<file path="src/rtl/capture_sequencer_if.sv">
// Button inputs and register-load outputs of the capture sequencer.
// The slave side is the sequencer; the master side is whoever owns the pads and registers.
interface capture_sequencer_if;
    logic       btn_next;
    logic       btn_clr;
    logic       enA;
    logic       enB;
    logic       enO;
    logic       enS;
    logic [2:0] step;

    modport master (
        output btn_next,
        output btn_clr,
        input  enA,
        input  enB,
        input  enO,
        input  enS,
        input  step
    );

    modport slave (
        input  btn_next,
        input  btn_clr,
        output enA,
        output enB,
        output enO,
        output enS,
        output step
    );
endinterface

</file>
<file path="src/rtl/capture_sequencer.sv">
// Steps an operator through load A / load B / load opcode / store result from two raw
// push-buttons, each synchronised, debounced and edge-detected into single-cycle events.
module capture_sequencer #(
    parameter int unsigned DEBOUNCE_CYCLES = 500000,
    parameter bit          BTN_ACTIVE_LOW  = 1'b1
) (
    input  logic                clk,
    input  logic                rst,
    capture_sequencer_if.slave  bus
);

    typedef enum logic [2:0] {
        S_A    = 3'd0,
        S_B    = 3'd1,
        S_OP   = 3'd2,
        S_EXEC = 3'd3,
        S_SHOW = 3'd4
    } state_t;

    localparam logic [23:0] CNT_LAST = 24'(DEBOUNCE_CYCLES - 1);
    localparam logic        RELEASED = BTN_ACTIVE_LOW;

    // Bit 0 carries the "next" button, bit 1 the "clear" button.
    logic [1:0]  w_raw;
    logic [1:0]  w_lvl;
    logic [1:0]  r_sync1;
    logic [1:0]  r_sync2;
    logic [1:0]  r_db;
    logic [1:0]  r_db_q;
    logic [1:0]  r_armed;
    logic [1:0]  r_evt;
    logic [1:0]  r_fill;
    logic [23:0] r_cnt [2];

    assign w_raw = {bus.btn_clr, bus.btn_next};
    assign w_lvl = BTN_ACTIVE_LOW ? ~r_sync2 : r_sync2;

    // A button only becomes armed once a genuine released sample is seen after reset, so a
    // button held through reset cannot produce an event until it is released and pressed again.
    always_ff @(posedge clk) begin
        if (rst) begin
            r_sync1 <= {2{RELEASED}};
            r_sync2 <= {2{RELEASED}};
            r_db    <= '0;
            r_db_q  <= '0;
            r_armed <= '0;
            r_evt   <= '0;
            r_fill  <= '0;
            for (int b = 0; b < 2; b++) begin
                r_cnt[b] <= '0;
            end
        end else begin
            r_sync1 <= w_raw;
            r_sync2 <= r_sync1;
            r_db_q  <= r_db;
            r_evt   <= r_db & ~r_db_q & r_armed;
            if (r_fill != 2'd2) begin
                r_fill <= r_fill + 2'd1;
            end
            for (int b = 0; b < 2; b++) begin
                if (r_fill == 2'd2 && !w_lvl[b]) begin
                    r_armed[b] <= 1'b1;
                end
                if (w_lvl[b] == r_db[b]) begin
                    r_cnt[b] <= '0;
                end else if (r_cnt[b] == CNT_LAST) begin
                    r_cnt[b] <= '0;
                    r_db[b]  <= w_lvl[b];
                end else begin
                    r_cnt[b] <= r_cnt[b] + 24'd1;
                end
            end
        end
    end

    logic       w_next_evt;
    logic       w_clr_evt;
    logic [2:0] r_state;
    state_t     w_state_nxt;
    logic [3:0] r_en;
    logic [3:0] w_en_nxt;

    assign w_next_evt = r_evt[0];
    assign w_clr_evt  = r_evt[1];

    // Enables are ordered {enA, enB, enO, enS}; clear overrides any simultaneous next event.
    always_comb begin
        w_state_nxt = S_A;
        w_en_nxt    = 4'b0000;
        if (!w_clr_evt) begin
            case (r_state)
                S_A: begin
                    w_state_nxt = w_next_evt ? S_B : S_A;
                    w_en_nxt    = w_next_evt ? 4'b1000 : 4'b0000;
                end
                S_B: begin
                    w_state_nxt = w_next_evt ? S_OP : S_B;
                    w_en_nxt    = w_next_evt ? 4'b0100 : 4'b0000;
                end
                S_OP: begin
                    w_state_nxt = w_next_evt ? S_EXEC : S_OP;
                    w_en_nxt    = w_next_evt ? 4'b0010 : 4'b0000;
                end
                S_EXEC: begin
                    w_state_nxt = S_SHOW;
                    w_en_nxt    = 4'b0001;
                end
                S_SHOW: begin
                    w_state_nxt = w_next_evt ? S_A : S_SHOW;
                end
                default: begin
                    w_state_nxt = S_A;
                end
            endcase
        end
    end

    always_ff @(posedge clk) begin
        if (rst) begin
            r_state <= S_A;
            r_en    <= 4'b0000;
        end else begin
            r_state <= w_state_nxt;
            r_en    <= w_en_nxt;
        end
    end

    assign bus.enA  = r_en[3];
    assign bus.enB  = r_en[2];
    assign bus.enO  = r_en[1];
    assign bus.enS  = r_en[0];
    assign bus.step = r_state;

endmodule

</file>
<file path="src/flat_wrapper.sv">
// flat-port wrapper written by rule: the top's interface ports become plain ports
module capture_sequencer_flat 
#(
    parameter int unsigned DEBOUNCE_CYCLES = 500000,
    parameter bit          BTN_ACTIVE_LOW  = 1'b1
)
  (clk, rst, bus_btn_next, bus_btn_clr, bus_enA, bus_enB, bus_enO, bus_enS, bus_step);
  capture_sequencer_if bus_i ();
  input  logic clk;
  input  logic rst;
  input wire logic [$bits(bus_i.btn_next)-1:0] bus_btn_next;
  input wire logic [$bits(bus_i.btn_clr)-1:0] bus_btn_clr;
  output wire logic [$bits(bus_i.enA)-1:0] bus_enA;
  output wire logic [$bits(bus_i.enB)-1:0] bus_enB;
  output wire logic [$bits(bus_i.enO)-1:0] bus_enO;
  output wire logic [$bits(bus_i.enS)-1:0] bus_enS;
  output wire logic [$bits(bus_i.step)-1:0] bus_step;
  assign bus_i.btn_next = bus_btn_next;
  assign bus_i.btn_clr = bus_btn_clr;
  assign bus_enA = bus_i.enA;
  assign bus_enB = bus_i.enB;
  assign bus_enO = bus_i.enO;
  assign bus_enS = bus_i.enS;
  assign bus_step = bus_i.step;
  capture_sequencer #(.DEBOUNCE_CYCLES(DEBOUNCE_CYCLES), .BTN_ACTIVE_LOW(BTN_ACTIVE_LOW)) u_core (.clk(clk), .rst(rst), .bus(bus_i));
endmodule
</file>
<file path="config.mk">
export PLATFORM = sky130hd
export DESIGN_NAME = capture_sequencer_flat
export DESIGN_NICKNAME = d
export VERILOG_FILES = /design/src/rtl/capture_sequencer_if.sv /design/src/rtl/capture_sequencer.sv /design/src/flat_wrapper.sv
export SDC_FILE = /design/constraint.sdc
export NUM_CORES = 1
export LEC_CHECK = 0
export ABC_AREA = 1
export ABC_CLOCK_PERIOD_IN_PS = 1900
export CAP_MARGIN = 20
export CORE_UTILIZATION = 55
export CTS_CLUSTER_DIAMETER = 200
export DETAILED_ROUTE_END_ITERATION = 6
export PLACE_DENSITY = 0.77
export SETUP_SLACK_MARGIN = 0.5
export SLEW_MARGIN = 20
export SYNTH_ARGS = -nofsm -noshare
export SYNTH_HDL_FRONTEND = slang
export SYNTH_SLANG_ARGS = --single-unit
</file>
<file path="constraint.sdc">
create_clock -name clk -period 1.9 [get_ports clk]
set_input_delay 0.285 -clock clk [delete_from_list [all_inputs] [get_ports clk]]
set_output_delay 0.285 -clock clk [all_outputs]
set_load 0.01 [all_outputs]
</file>
==> results_dict.tcl <==
set metrics [dict create \
    synth.cell_area_sq_um 3810 \
    die_x_um 85.2 \
    worstPathCellList "nand2_2, nor2_4, nand3b_1, nor2_1, nand2_1, nand2_1, nor2_1" \
    wl_um 12300 \
    setup_tns_ns 0 \
    cp_num_cells 7 \
    synthesis.instances 484 \
    synth_largest_area_cell "edfxtp_1" \
    ant_nets 0 \
    synth_area_leaders "edfxtp_1 38%, nand2_1 12%, nor2_1 12%" \
    grt_max_degree 14 \
    cts_buffer_depth 2 \
    crit_family "simple AND/OR/NAND/NOR gates" \
    clkPwrFrac 0.393 \
    p_leak_uw 0.00212 \
    worstPathRequired_ns 2.02 \
    routedWlPerCell_um 17.9 \
    h-tree-depth 3 \
    vias_per_cell 5.81 \
    io-pin-count 11 \
    dpl.hpwl_um 5350 \
    dp_slack_ns 0.103 \
    crit_buf_inv 0 \
    cts.sinks 69 \
    hp-class "reg2reg" \
    dieArea_sq_um 7260 \
    area_growth_pct 43.6 \
    fin_crit_sh 0.913 \
    grt_overflow 0 \
    syn_area_per_cell_sq_um 7.87 \
    slew_violations 0 \
    peakVddDrop_v 0.000545 \
    comb_power_share 0.103 \
    fill_cells 317 \
    drtIter0Drc 495 \
    ys_seq_area_frac 0.489 \
    ff2ff_path_depth 7 \
    routabilityCongestion 0.893 \
    slowest_stage "edfxtp_1" \
    pwr-share-seq 0.505 \
    cts_tree "done" \
    core_sq_um 6530 \
    min_path_cells 1 \
    setup_violations 0 \
    sw_frac_of_total 0.266 \
    synth.top_cell.area_share 0.378 \
    rsz0062_at_grt "yes" \
    critPathMaxFanout 5 \
    pwr_density_cell_nw_per_um2 632 \
    worstSetupStartpointType "register" \
    n_antenna_cell 0 \
    slowest_delay_ns 0.56 \
    intPower_uw 2540 \
    cts_made_buffers 9 \
    status "complete, no violations" \
    cap_violations 0 \
    drive_above_1_share 0.334 \
    grt_pass1_wl_um 15500 \
    synth_warnings 0 \
    ys_seq_elements 69 \
    min_period_ns 1.73 \
    p_sw_uw 920 \
    multi_input_area_sq_um 2570 \
    ys_types 30 \
    rows 29 \
    setup_slack_ns 0.165 \
    clk_latency_ns 0.36 \
    initial_core_util 0.583 \
    post-route-drc-count 0 \
    port_buffers 10 \
    hold_violations 0 \
    crit_type "reg2reg" \
    fin_worst_skew_ns 0.0107 \
    endpoint_kind "register" \
    vias 3995 \
    fmax_mhz 576 \
    regArea_sq_um 1860 \
    critical_path_arrival_ns 1.85 \
    antenna_found_initial 0 \
    chipHeight_um 85.2 \
    grt.total_usage 0.278 \
    drtPass1Iterations 6 \
    nets 613 \
    grt_pass1_vias 3412 \
    cts.clk_slew.worst_paths_ns 0.08 \
    cts-root-buf "clkbuf_8" \
]
-- Yosys cell counts --
cell and count:
nor3_1 8, nand3b_1 2, nor2_4 4, nand2_1 118, nand4_1 4, or2_0 1
conb_1 1, and3_1 1, buf_6 4, a21boi_0 1, or2_2 7, inv_1 45
a21oi_2 1, clkbuf_1 1, nand3_1 27, nand3_2 5, and2_1 1, a21oi_1 21
edfxtp_1 48, ha_1 3, nand2_2 5, xor2_1 11, nor4_1 3, xnor2_1 8
nor2_2 4, o21bai_1 6, inv_2 2, o21ai_0 3, nor2_1 118, dfxtp_1 21
-- routing by layer --
| metal | vias up | GRT usage | part of all wire |
|---|---|---|---|
| met1 | 1818 | 0.340 | 0.35 |
| met5 | - | 0 | 0 |
| met2 | 305 | 0.457 | 0.48 |
| li1 | 1758 | - | - |
| met3 | 114 | 0.0730 | 0.094 |
| met4 | 0 | 0.139 | 0.070 |
-- worst register-to-register path, cell delays in order (launching register included) --
cell	delay, ns
edfxtp_1	0.56
nand2_2	0.13
nor2_4	0.16
nand3b_1	0.23
nor2_1	0.19
nand2_1	0.11
nand2_1	0.08
nor2_1	0.04
-- cells by family after synthesis --
logic type      count (synthesis)  synth area share
flops                          69             0.489
buf+inv                        52            0.0591
fa+ha+maj                       3           0.00985
compound gates                 32            0.0476
simple gates                  308             0.350
xor+xnor                       19            0.0437
other cells                     1          0.000984
-- power groups by stage --
| stage | clock network [uW] | registers, uW | logic [uW] |
|---|---|---|---|
| 3_3_place_gp | 0 | 1770 | 196 |
| 5_1_grt | 1420 | 1750 | 387 |
| 6_report | 1360 | 1750 | 355 |
| 4_1_cts | 1340 | 1730 | 266 |
| 3_5_place_dp | 0 | 1770 | 205 |
| 2_1_floorplan | 0 | 1760 | 170 |
-- registers in the layout, indices dropped and copies added (netlist names) --
signal	count
u_core.r_db_q	2
u_core.r_evt	2
u_core.r_db	2
u_core.r_fill	2
u_core.r_sync2	2
u_core.r_sync1	2
u_core.r_en	4
u_core.bus.step	3
u_core.r_cnt	48
u_core.r_armed	2
-- layout by cell type (no fill, tap or decap), types with 4 or more instances in the layout --
cell type | netlist | routed
a21oi_2 | 1 | 14
dfxtp_1 | 21 | 19
nor3_1 | 8 | 4
clkbuf_8 | 0 | 9
nor2_2 | 4 | 27
inv_1 | 45 | 41
nand2_2 | 5 | 16
or2_2 | 7 | 7
xnor2_1 | 8 | 5
a21oi_1 | 21 | 7
nand3_2 | 5 | 5
nand2_1 | 118 | 102
inv_2 | 2 | 5
nor2_1 | 118 | 74
o21bai_1 | 6 | 6
nor3_2 | 0 | 4
nor2_4 | 4 | 25
buf_6 | 4 | 4
xor2_1 | 11 | 7
nand3_1 | 27 | 19
nand2_8 | 0 | 6
buf_4 | 0 | 47
nand4_1 | 4 | 4
nand3_4 | 0 | 8
dlygate4sd2_1 | 0 | 7
nand2_4 | 0 | 5
conb_1 | 1 | 48
edfxtp_1 | 48 | 48
-- layout make-up --
cell class                 count  area share
clock buffer                  12      0.0364
sequential                    69       0.341
inverter                      47      0.0332
multi-input combinational    416       0.469
clock inverter                 4     0.00595
timing repair buffer          63      0.0967
tap                           77      0.0176
-- repair_timing --
| action | CTS | global route |
|---|---|---|
| endpoints found under the setup margin | 55 | 51 |
| cloned | 5 | 1 |
| setup buffers | 27 | 23 |
| pin swaps | 11 | 30 |
| gates resized for setup | 66 | 92 |
| hold buffers | 0 | 0 |
-- through the flow --
stage	cells	util	instance area [sq um]	hold WS (ns)	total power (uW)
5_1_grt	688	0.838	5470	0.418	3550
2_1_floorplan	531	-	4010	0.373	1930
3_3_place_gp	616	0.640	4180	0.380	1970
6_report	688	0.838	5470	0.411	3460
4_1_cts	664	0.749	4890	0.411	3340
3_5_place_dp	616	0.640	4180	0.400	1980
-- final timing paths --
path,startpoint,endpoint,slack [ns]
max,u_core.r_cnt[0][4],u_core.r_cnt[0][17],0.17
min reg2reg,u_core.r_db_q[1],u_core.r_evt[1],0.41
max reg2reg,u_core.r_cnt[0][4],u_core.r_cnt[0][17],0.17
min,u_core.r_db_q[1],u_core.r_evt[1],0.41
(Power assumes the default switching activity.)
